[src/rtl/rr_channel_pkg.sv]
`default_nettype none
// ----------------------------------------------------------------------------
// Module   : rr_channel_pkg
// Purpose  : Shared types and constants for the round-robin channel arbiter.
// Revision : 1.0 - initial release
// ----------------------------------------------------------------------------
package rr_channel_pkg;

  localparam int DEF_N_REQ = 4;
  localparam int DEF_W     = 8;
  localparam int CNT_W     = 16;

  typedef enum logic [0:0] {
    EMPTY = 1'b0,
    FULL  = 1'b1
  } chan_state_e;

endpackage
`default_nettype wire

[src/rtl/rr_pick.sv]
`default_nettype none
// ----------------------------------------------------------------------------
// Module   : rr_pick
// Purpose  : Combinational round-robin search, starting at i_ptr and wrapping.
// Revision : 1.0 - initial release
// ----------------------------------------------------------------------------
module rr_pick
  import rr_channel_pkg::*;
#(
  parameter int N_REQ = DEF_N_REQ,
  parameter int IW    = $clog2(N_REQ)
) (
  input  logic [N_REQ-1:0] i_req,
  input  logic [IW-1:0]    i_ptr,
  output logic [N_REQ-1:0] o_gnt,
  output logic [IW-1:0]    o_idx
);

  always_comb begin
    int   k;
    logic found;
    o_gnt = '0;
    o_idx = '0;
    found = 1'b0;
    k     = 0;
    for (int i = 0; i < N_REQ; i++) begin
      // Candidate index relative to the pointer, folded back into range.
      k = int'(i_ptr) + i;
      if (k >= N_REQ) begin
        k = k - N_REQ;
      end
      if (!found && i_req[k]) begin
        o_gnt[k] = 1'b1;
        o_idx    = IW'(k);
        found    = 1'b1;
      end
    end
  end

endmodule
`default_nettype wire

[src/rtl/rr_channel_arbiter.sv]
`default_nettype none
// ----------------------------------------------------------------------------
// Module   : rr_channel_arbiter
// Purpose  : Round-robin arbiter loading one shared output register per cycle.
// Revision : 1.0 - initial release
// ----------------------------------------------------------------------------
module rr_channel_arbiter
  import rr_channel_pkg::*;
#(
  parameter int N_REQ = DEF_N_REQ,
  parameter int W     = DEF_W
) (
  input  logic                    i_clk,
  input  logic                    i_rst_n,
  input  logic [N_REQ-1:0]        i_req,
  input  logic [N_REQ-1:0][W-1:0] i_data,
  output logic [N_REQ-1:0]        o_gnt,
  output logic                    o_valid,
  output logic [W-1:0]            o_data,
  output logic [$clog2(N_REQ)-1:0] o_owner,
  input  logic                    i_ready,
  output logic [CNT_W-1:0]        o_xfer_cnt
);

  localparam int IW = $clog2(N_REQ);

  chan_state_e      r_state;
  logic [IW-1:0]    r_ptr;
  logic [W-1:0]     r_data;
  logic [IW-1:0]    r_owner;
  logic [CNT_W-1:0] r_xfer_cnt;

  logic [N_REQ-1:0] w_pick_gnt;
  logic [IW-1:0]    w_idx;
  logic             w_can_load;
  logic             w_grant;
  logic             w_xfer;

  rr_pick #(
    .N_REQ (N_REQ),
    .IW    (IW)
  ) u_pick (
    .i_req (i_req),
    .i_ptr (r_ptr),
    .o_gnt (w_pick_gnt),
    .o_idx (w_idx)
  );

  // Reset is folded into the grant so o_gnt stays quiet while held in reset.
  assign w_can_load = (r_state == EMPTY) || i_ready;
  assign w_grant    = w_can_load && (|i_req) && i_rst_n;
  assign w_xfer     = (r_state == FULL) && i_ready;

  assign o_gnt      = w_grant ? w_pick_gnt : '0;
  assign o_valid    = (r_state == FULL);
  assign o_data     = r_data;
  assign o_owner    = r_owner;
  assign o_xfer_cnt = r_xfer_cnt;

  always_ff @(posedge i_clk or negedge i_rst_n) begin
    if (!i_rst_n) begin
      r_state    <= EMPTY;
      r_ptr      <= '0;
      r_data     <= '0;
      r_owner    <= '0;
      r_xfer_cnt <= '0;
    end else begin
      if (w_grant) begin
        r_state <= FULL;
        r_data  <= i_data[w_idx];
        r_owner <= w_idx;
        r_ptr   <= (w_idx == IW'(N_REQ - 1)) ? '0 : w_idx + IW'(1);
      end else if (w_xfer) begin
        r_state <= EMPTY;
      end
      if (w_xfer) begin
        r_xfer_cnt <= r_xfer_cnt + CNT_W'(1);
      end
    end
  end

endmodule
`default_nettype wire

[config.mk]
export PLATFORM = sky130hd
export DESIGN_NAME = rr_channel_arbiter
export DESIGN_NICKNAME = d
export VERILOG_FILES = /design/src/rtl/rr_channel_pkg.sv /design/src/rtl/rr_pick.sv /design/src/rtl/rr_channel_arbiter.sv
export SDC_FILE = /design/constraint.sdc
export NUM_CORES = 1
export LEC_CHECK = 0
export CAP_MARGIN = 40
export CORE_UTILIZATION = 40
export DETAILED_ROUTE_END_ITERATION = 6
export DONT_BUFFER_PORTS = 1
export PLACE_DENSITY = 0.56
export SLEW_MARGIN = 20
export SYNTH_ARGS = -nofsm -noshare
export SYNTH_HDL_FRONTEND = slang
export SYNTH_SLANG_ARGS = --single-unit
[constraint.sdc]
create_clock -name i_clk -period 3.5 [get_ports i_clk]
set_input_delay 0.525 -clock i_clk [delete_from_list [all_inputs] [get_ports i_clk]]
set_output_delay 0.525 -clock i_clk [all_outputs]
set_load 0.01 [all_outputs]
==> results of run 1 <==
==> what timing repair did <==
action / in CTS / in global routing
hold endpoints to repair: 29 / 0
setup buffers: 0 / 0
hold buffers: 1 / 0
==> cell type report <==
cell class / instances / area (sq um) / area share, %
Clock buffer: 6 / 72.6 / 3.44
Clock inverter: 2 / 10.0 / 0.475
Inverter: 4 / 15.0 / 0.712
Multi-Input combinational cell: 156 / 1170 / 55.3
Sequential cell: 29 / 726 / 34.4
Tap cell: 67 / 83.8 / 3.98
Timing Repair Buffer: 3 / 35.0 / 1.66
==> worst min path at each step <==
stage            start        endpoint  slack (ns)  cells past startpoint
3_3_place_gp   i_rst_n  o_xfer_cnt[13]        0.23                      0
6_report       i_rst_n       o_data[2]        0.07                      1
4_1_cts        i_rst_n   o_xfer_cnt[3]        0.07                      1
3_5_place_dp   i_rst_n  o_xfer_cnt[14]        0.23                      0
5_1_grt        i_rst_n   o_xfer_cnt[3]        0.07                      1
2_1_floorplan  i_rst_n       o_data[0]        0.23                      0
==> sequential cells by signal, summed over array words and instances, names as in the netlist <==
name	count
r_ptr	2
o_data	8
o_valid	1
o_xfer_cnt	16
o_owner	2
==> synth_stat cells, types with 2 or more instances <==
library cell  number  share of area, %
a21oi_1            3              0.75
a221oi_1           4               1.7
a22oi_1            5               1.9
a31oi_1            2              0.62
and3_1             3              0.94
and4_1             2              0.88
buf_2              3              0.75
buf_4              2              0.75
buf_6              4               2.2
dfrtp_1           29                36
ha_1               5               3.1
inv_1              3              0.56
mux2_4             9               6.8
mux2i_1           18               9.0
nand2_1           27               5.1
nand2b_1           5               1.6
nand3_1            7               1.7
nor2_1            18               3.4
nor3_1             2              0.50
nor3b_1            2              0.75
o21ai_1            4               1.0
o21ai_2           10               4.4
xnor2_1           11               4.8
xor2_1             5               2.2
==> kinds of logic after synthesis <==
logic type	Yosys count	share of synthesized area (%)
compound gates	35	13.4
xor+xnor	16	7.00
fa+ha+maj	5	3.13
buf+inv	14	5.50
flops	29	36.3
mux	29	17.4
simple gates	71	17.3
==> metal layers <==
metal  vias to the layer above  wire length [um]  GRT usage [%]
met4                         0                48           5.01
met2                        61              1930           28.0
met3                         4               282           5.52
li1                        704                 -              -
met5                         -                 0              0
met1                       685              1630           18.4
==> report_power, final <==
group	switching, W	total, W	internal [W]	leakage [nW]
clock network	0.000120	0.000257	0.000137	0.0450
registers	0.000148	0.000584	0.000436	0.371
logic	0.000453	0.000874	0.000421	0.532
==> metrics by stage <==
stage	hold WS, ns	power (W)
6_report	0.0693	0.00172
5_1_grt	0.0667	0.00186
4_1_cts	0.0699	0.00173
3_5_place_dp	0.230	0.00146
3_3_place_gp	0.231	0.00142
2_1_floorplan	0.229	0.00139
==> critical path, stage by stage, from the launching register on <==
cell and delay [ns]:
dfrtp_1 0.56, inv_1 0.16, ha_1 0.46, mux4_2 0.41
a211oi_2 0.29, a22oi_1 0.14, nor2_1 0.13, a221oi_1 0.06
nor2_1 0.23
==> impl_metrics.yaml, run 1 <==
grt:
  globalRouteTotalUtil_pct: 16.1
  grt_max_degree: 30
  grt_pass1_vias: 1494
  antenna_found_initial: 0
  grt_pass1_wl_um: 6640
  grt_overflow: 0
yosys:
  synth_seq_area_share_pct: 36.3
  synth_flop_cell: "dfrtp_1"
  yosysUniqueCellTypes: 40
  ys_async_sr_fraction_pct: 100
  synth_seq_cells: 29
  synth_nets: 243
  syn_area_sq_um: 2000
  synth_edf_count: 0
  syn_inst: 199
  syn_avg_cell_area_sq_um: 10.1
  yosysWarnings: 0
floorplan:
  die-area_sq_um: 5290
  core_area_sq_um: 4750
  start_util_pct: 42.1
  ioPinCount: 70
  rows: 25
  die_w_um: 72.7
  dieHeight_um: 72.7
route:
  totalWireLength_um: 3900
  antenna_left: 0
  vias_per_cell: 5.45
  drc: 0
  first_pass_iters: 6
  vias: 1454
  dr.first_iter.drc_count: 101
  wl_per_cell_um: 14.6
setup_path:
  r2r_slack_ns: 0.62
  endpoint: "o_gnt[2]"
  crit_path_start: "r_ptr[1]"
  required_ns: 2.97
  reg2reg_from: "r_ptr[1]"
  start_kind: "register"
  ff2ff_path_depth: 9
  cp.arrival_ns: 2.71
  crit_type: "register to output pin"
  crit_fanout: 11
  rr_endpoint: "o_data[3]"
  end_kind: "output pin"
timing:
  slew_viol_final: 0
  tightest_slew_ns: 0.628
  rsz0062_at_grt: "false"
  worst_slack_ns: 0.269
  finalClockSkew_ns: 0.00427
  hold_viol_final: 0
  period_share_pct: 92.3
  fmax_ghz: 0.310
  fin_crit_ns: 3.23
  slew_headroom_pct: 58.1
  setup_viol: 0
  fin_setup_tns_ns: 0
placement:
  port_buffers: 0
  dp_cells: 258
  place.gp.congestion: 0.777
  placedInstanceArea_sq_um: 2010
  dp_hpwl_um: 2920
  dpl_worst_slack_ns: 0.604
cells_and_area:
  final_cell_area_sq_um: 2110
  final_cells: 267
  fill_cells: 465
  final_cell_mix: "dfrtp_1 (29), nand2_1 (27), nor2_1 (18), mux2i_1 (18), xnor2_1 (11)"
  nNetsFinal: 243
  drive_gt1_share_pct: 17.5
  antennaDiodeCount: 0
  final_core_util_pct: 44.3
  final_common_cell: "dfrtp_1"
  area_delta_synth_final_pct: 5.31
power_and_ir_drop:
  p_per_area_nw_per_um2: 814
  ir_worst_vdd_mv: 0.286
  p_leak_nw: 0.948
clock_network:
  htree_levels: 2
  cts_sinks: 29
  clkTransAtPathRegs_ns: 0.06
  root_buffer: "clkbuf_8"
  cts_resized: 0
  cts_tree: "yes"
  worst_skew_pair.late_latency_ns: 0.27
  clockBufferDepth: 2
  cts_inserted_buffers: 5
min_path:
  hold_class: "input pin to async pin"
outcome:
  status: "finished, final reports clean"
flow_run:
  maxCapViolations: 0
Note: power is estimated with default switching activity, not from simulation.
==> run 2: changes to the inputs <==
--- a/config.mk
+++ b/config.mk
@@ -7,8 +7,10 @@
 export LEC_CHECK = 0
 export CAP_MARGIN = 40
 export CORE_UTILIZATION = 40
+export CTS_CLUSTER_DIAMETER = 30
 export DETAILED_ROUTE_END_ITERATION = 6
 export DONT_BUFFER_PORTS = 1
+export GPL_ROUTABILITY_DRIVEN = 0
 export PLACE_DENSITY = 0.56
 export SLEW_MARGIN = 20
 export SYNTH_ARGS = -nofsm -noshare
==> results of run 2 <==
No change in the layout: final DEF, timing and power equal those of run 1.
==> run 3: changes to the inputs <==
--- a/config.mk
+++ b/config.mk
@@ -8,9 +8,11 @@
 export CAP_MARGIN = 40
 export CORE_UTILIZATION = 40
 export CTS_CLUSTER_DIAMETER = 30
+export CTS_CLUSTER_SIZE = 30
 export DETAILED_ROUTE_END_ITERATION = 6
 export DONT_BUFFER_PORTS = 1
 export GPL_ROUTABILITY_DRIVEN = 0
+export HOLD_SLACK_MARGIN = 0.1
 export PLACE_DENSITY = 0.56
 export SLEW_MARGIN = 20
 export SYNTH_ARGS = -nofsm -noshare
==> run 3 against run 2 <==
Hold slack gained 0.34 ns. Routed wire length grew 0.23%. Largest power group unchanged. Via count grew 0.14%.
==> impl_metrics.yaml, run 3 (same netlist as run 1, synthesis figures left out) <==
outcome:
  status: "finished, final reports clean"
cells_and_area:
  fill_cells: 464
  final_common_cell: "dfrtp_1"
  antennaDiodeCount: 0
  final_core_util_pct: 44.6
  drive_gt1_share_pct: 17.4
  final_cell_mix: "dfrtp_1 (29), nand2_1 (27), nor2_1 (18), mux2i_1 (18), xnor2_1 (11)"
  nNetsFinal: 244
  area_delta_synth_final_pct: 5.81
  final_cell_area_sq_um: 2120
  largest_reg_flops: 16
clock_network:
  cts_inserted_buffers: 5
  worst_skew_pair.late_latency_ns: 0.27
  clockBufferDepth: 2
  root_buffer: "clkbuf_8"
  clkTransAtPathRegs_ns: 0.06
  cts_sinks: 29
  htree_levels: 2
  cts_tree: "yes"
min_path:
  whs_path_depth: 2
  hold_class: "input pin to register"
  holdPathEnd: "o_valid"
  holdCritStartpoint: "i_req[2]"
placement:
  port_buffers: 0
  dpl_worst_slack_ns: 0.604
  dp_hpwl_um: 2920
  placedInstanceArea_sq_um: 2010
route:
  drc: 0
  first_pass_iters: 4
  vias: 1456
  vias_per_cell: 5.43
  totalWireLength_um: 3900
  wl_per_cell_um: 14.6
  dr.first_iter.drc_count: 81
  antenna_left: 0
timing:
  whs_ns: 0.413
  worst_slack_ns: 0.279
  period_share_pct: 92.0
  finalClockSkew_ns: 0.00385
  rsz0062_at_grt: "false"
  fmax_ghz: 0.311
  tightest_slew_ns: 0.633
  hold_viol_final: 0
  fin_setup_tns_ns: 0
  setup_viol: 0
  slew_viol_final: 0
  fin_crit_ns: 3.22
  slew_headroom_pct: 57.8
grt:
  globalRouteTotalUtil_pct: 16.1
  antenna_found_initial: 0
  use_met3_pct: 5.52
  grtUsageMet1_pct: 18.8
  met2_usage_pct: 27.9
  grt_pass1_vias: 1496
  grt_max_degree: 30
  busiest_layer: "met2"
  grt_overflow: 0
  grt_pass1_wl_um: 6670
power_and_ir_drop:
  ir_worst_vdd_mv: 0.285
  p_per_area_nw_per_um2: 810
  p_leak_nw: 0.952
setup_path:
  ff2ff_path_depth: 9
  crit_type: "register to output pin"
  reg2reg_from: "r_ptr[1]"
  start_kind: "register"
  required_ns: 2.97
  crit_path_start: "r_ptr[1]"
  cp.arrival_ns: 2.70
  crit_fanout: 11
  rr_endpoint: "o_data[3]"
  end_kind: "output pin"
  r2r_slack_ns: 0.62
flow_run:
  maxCapViolations: 0
floorplan:
  die-area_sq_um: 5290
  core_area_sq_um: 4750
  ioPinCount: 70
  dieHeight_um: 72.7
  start_util_pct: 42.1
  rows: 25
  die_w_um: 72.7
-- run 3: stage by stage --
step | total power [W] | instances
floorplan | 0.00139 | 199
global placement | 0.00142 | 258
detailed placement | 0.00146 | 258
CTS | 0.00174 | 268
global route | 0.00186 | 268
finish | 0.00172 | 268
-- run 3: area by class of cell --
type	count	area, sq um	share of cell area [%]
Multi-Input combinational cell	156	1170	55.1
Tap cell	67	83.8	3.96
Timing Repair Buffer	4	45.0	2.13
Sequential cell	29	726	34.3
Inverter	4	15.0	0.709
Clock inverter	2	10.0	0.473
Clock buffer	6	72.6	3.43
-- run 3: timing repair --
| action | CTS | global route |
|---|---|---|
| endpoints found under the hold margin | 29 | 0 |
| setup buffers | 0 | 0 |
| hold buffers | 2 | 0 |
| setup endpoints to repair | 0 | 0 |
| gates resized for setup | 0 | 0 |
-- run 3: power breakdown --
| part | leakage, nW | internal [W] | switching [W] |
|---|---|---|---|
| Clock | 0.0450 | 0.000137 | 0.000120 |
| Sequential | 0.371 | 0.000436 | 0.000147 |
| Combinational | 0.536 | 0.000422 | 0.000454 |
| Total | 0.952 | 0.000995 | 0.000721 |
-- run 3: worst max path at each step --
stage	end	cells after the start
global placement	o_gnt[2]	8
detailed placement	o_gnt[2]	8
finish	o_gnt[2]	8
floorplan	o_gnt[0]	10
CTS	o_gnt[2]	8
global route	o_gnt[2]	8
-- run 3: worst max-delay path, stage by stage, from the launching register on --
cell and delay, ns:
dfrtp_1 0.56, inv_1 0.16, ha_1 0.45, mux4_2 0.41, a211oi_2 0.29, a22oi_1 0.14, nor2_1 0.13, a221oi_1 0.06
nor2_1 0.23
-- run 3: routing by layer --
layer  wire, um  up-vias
met5          0        -
met4         46        0
met3        284        4
met2       1920       61
met1       1650      684
li1           -      707
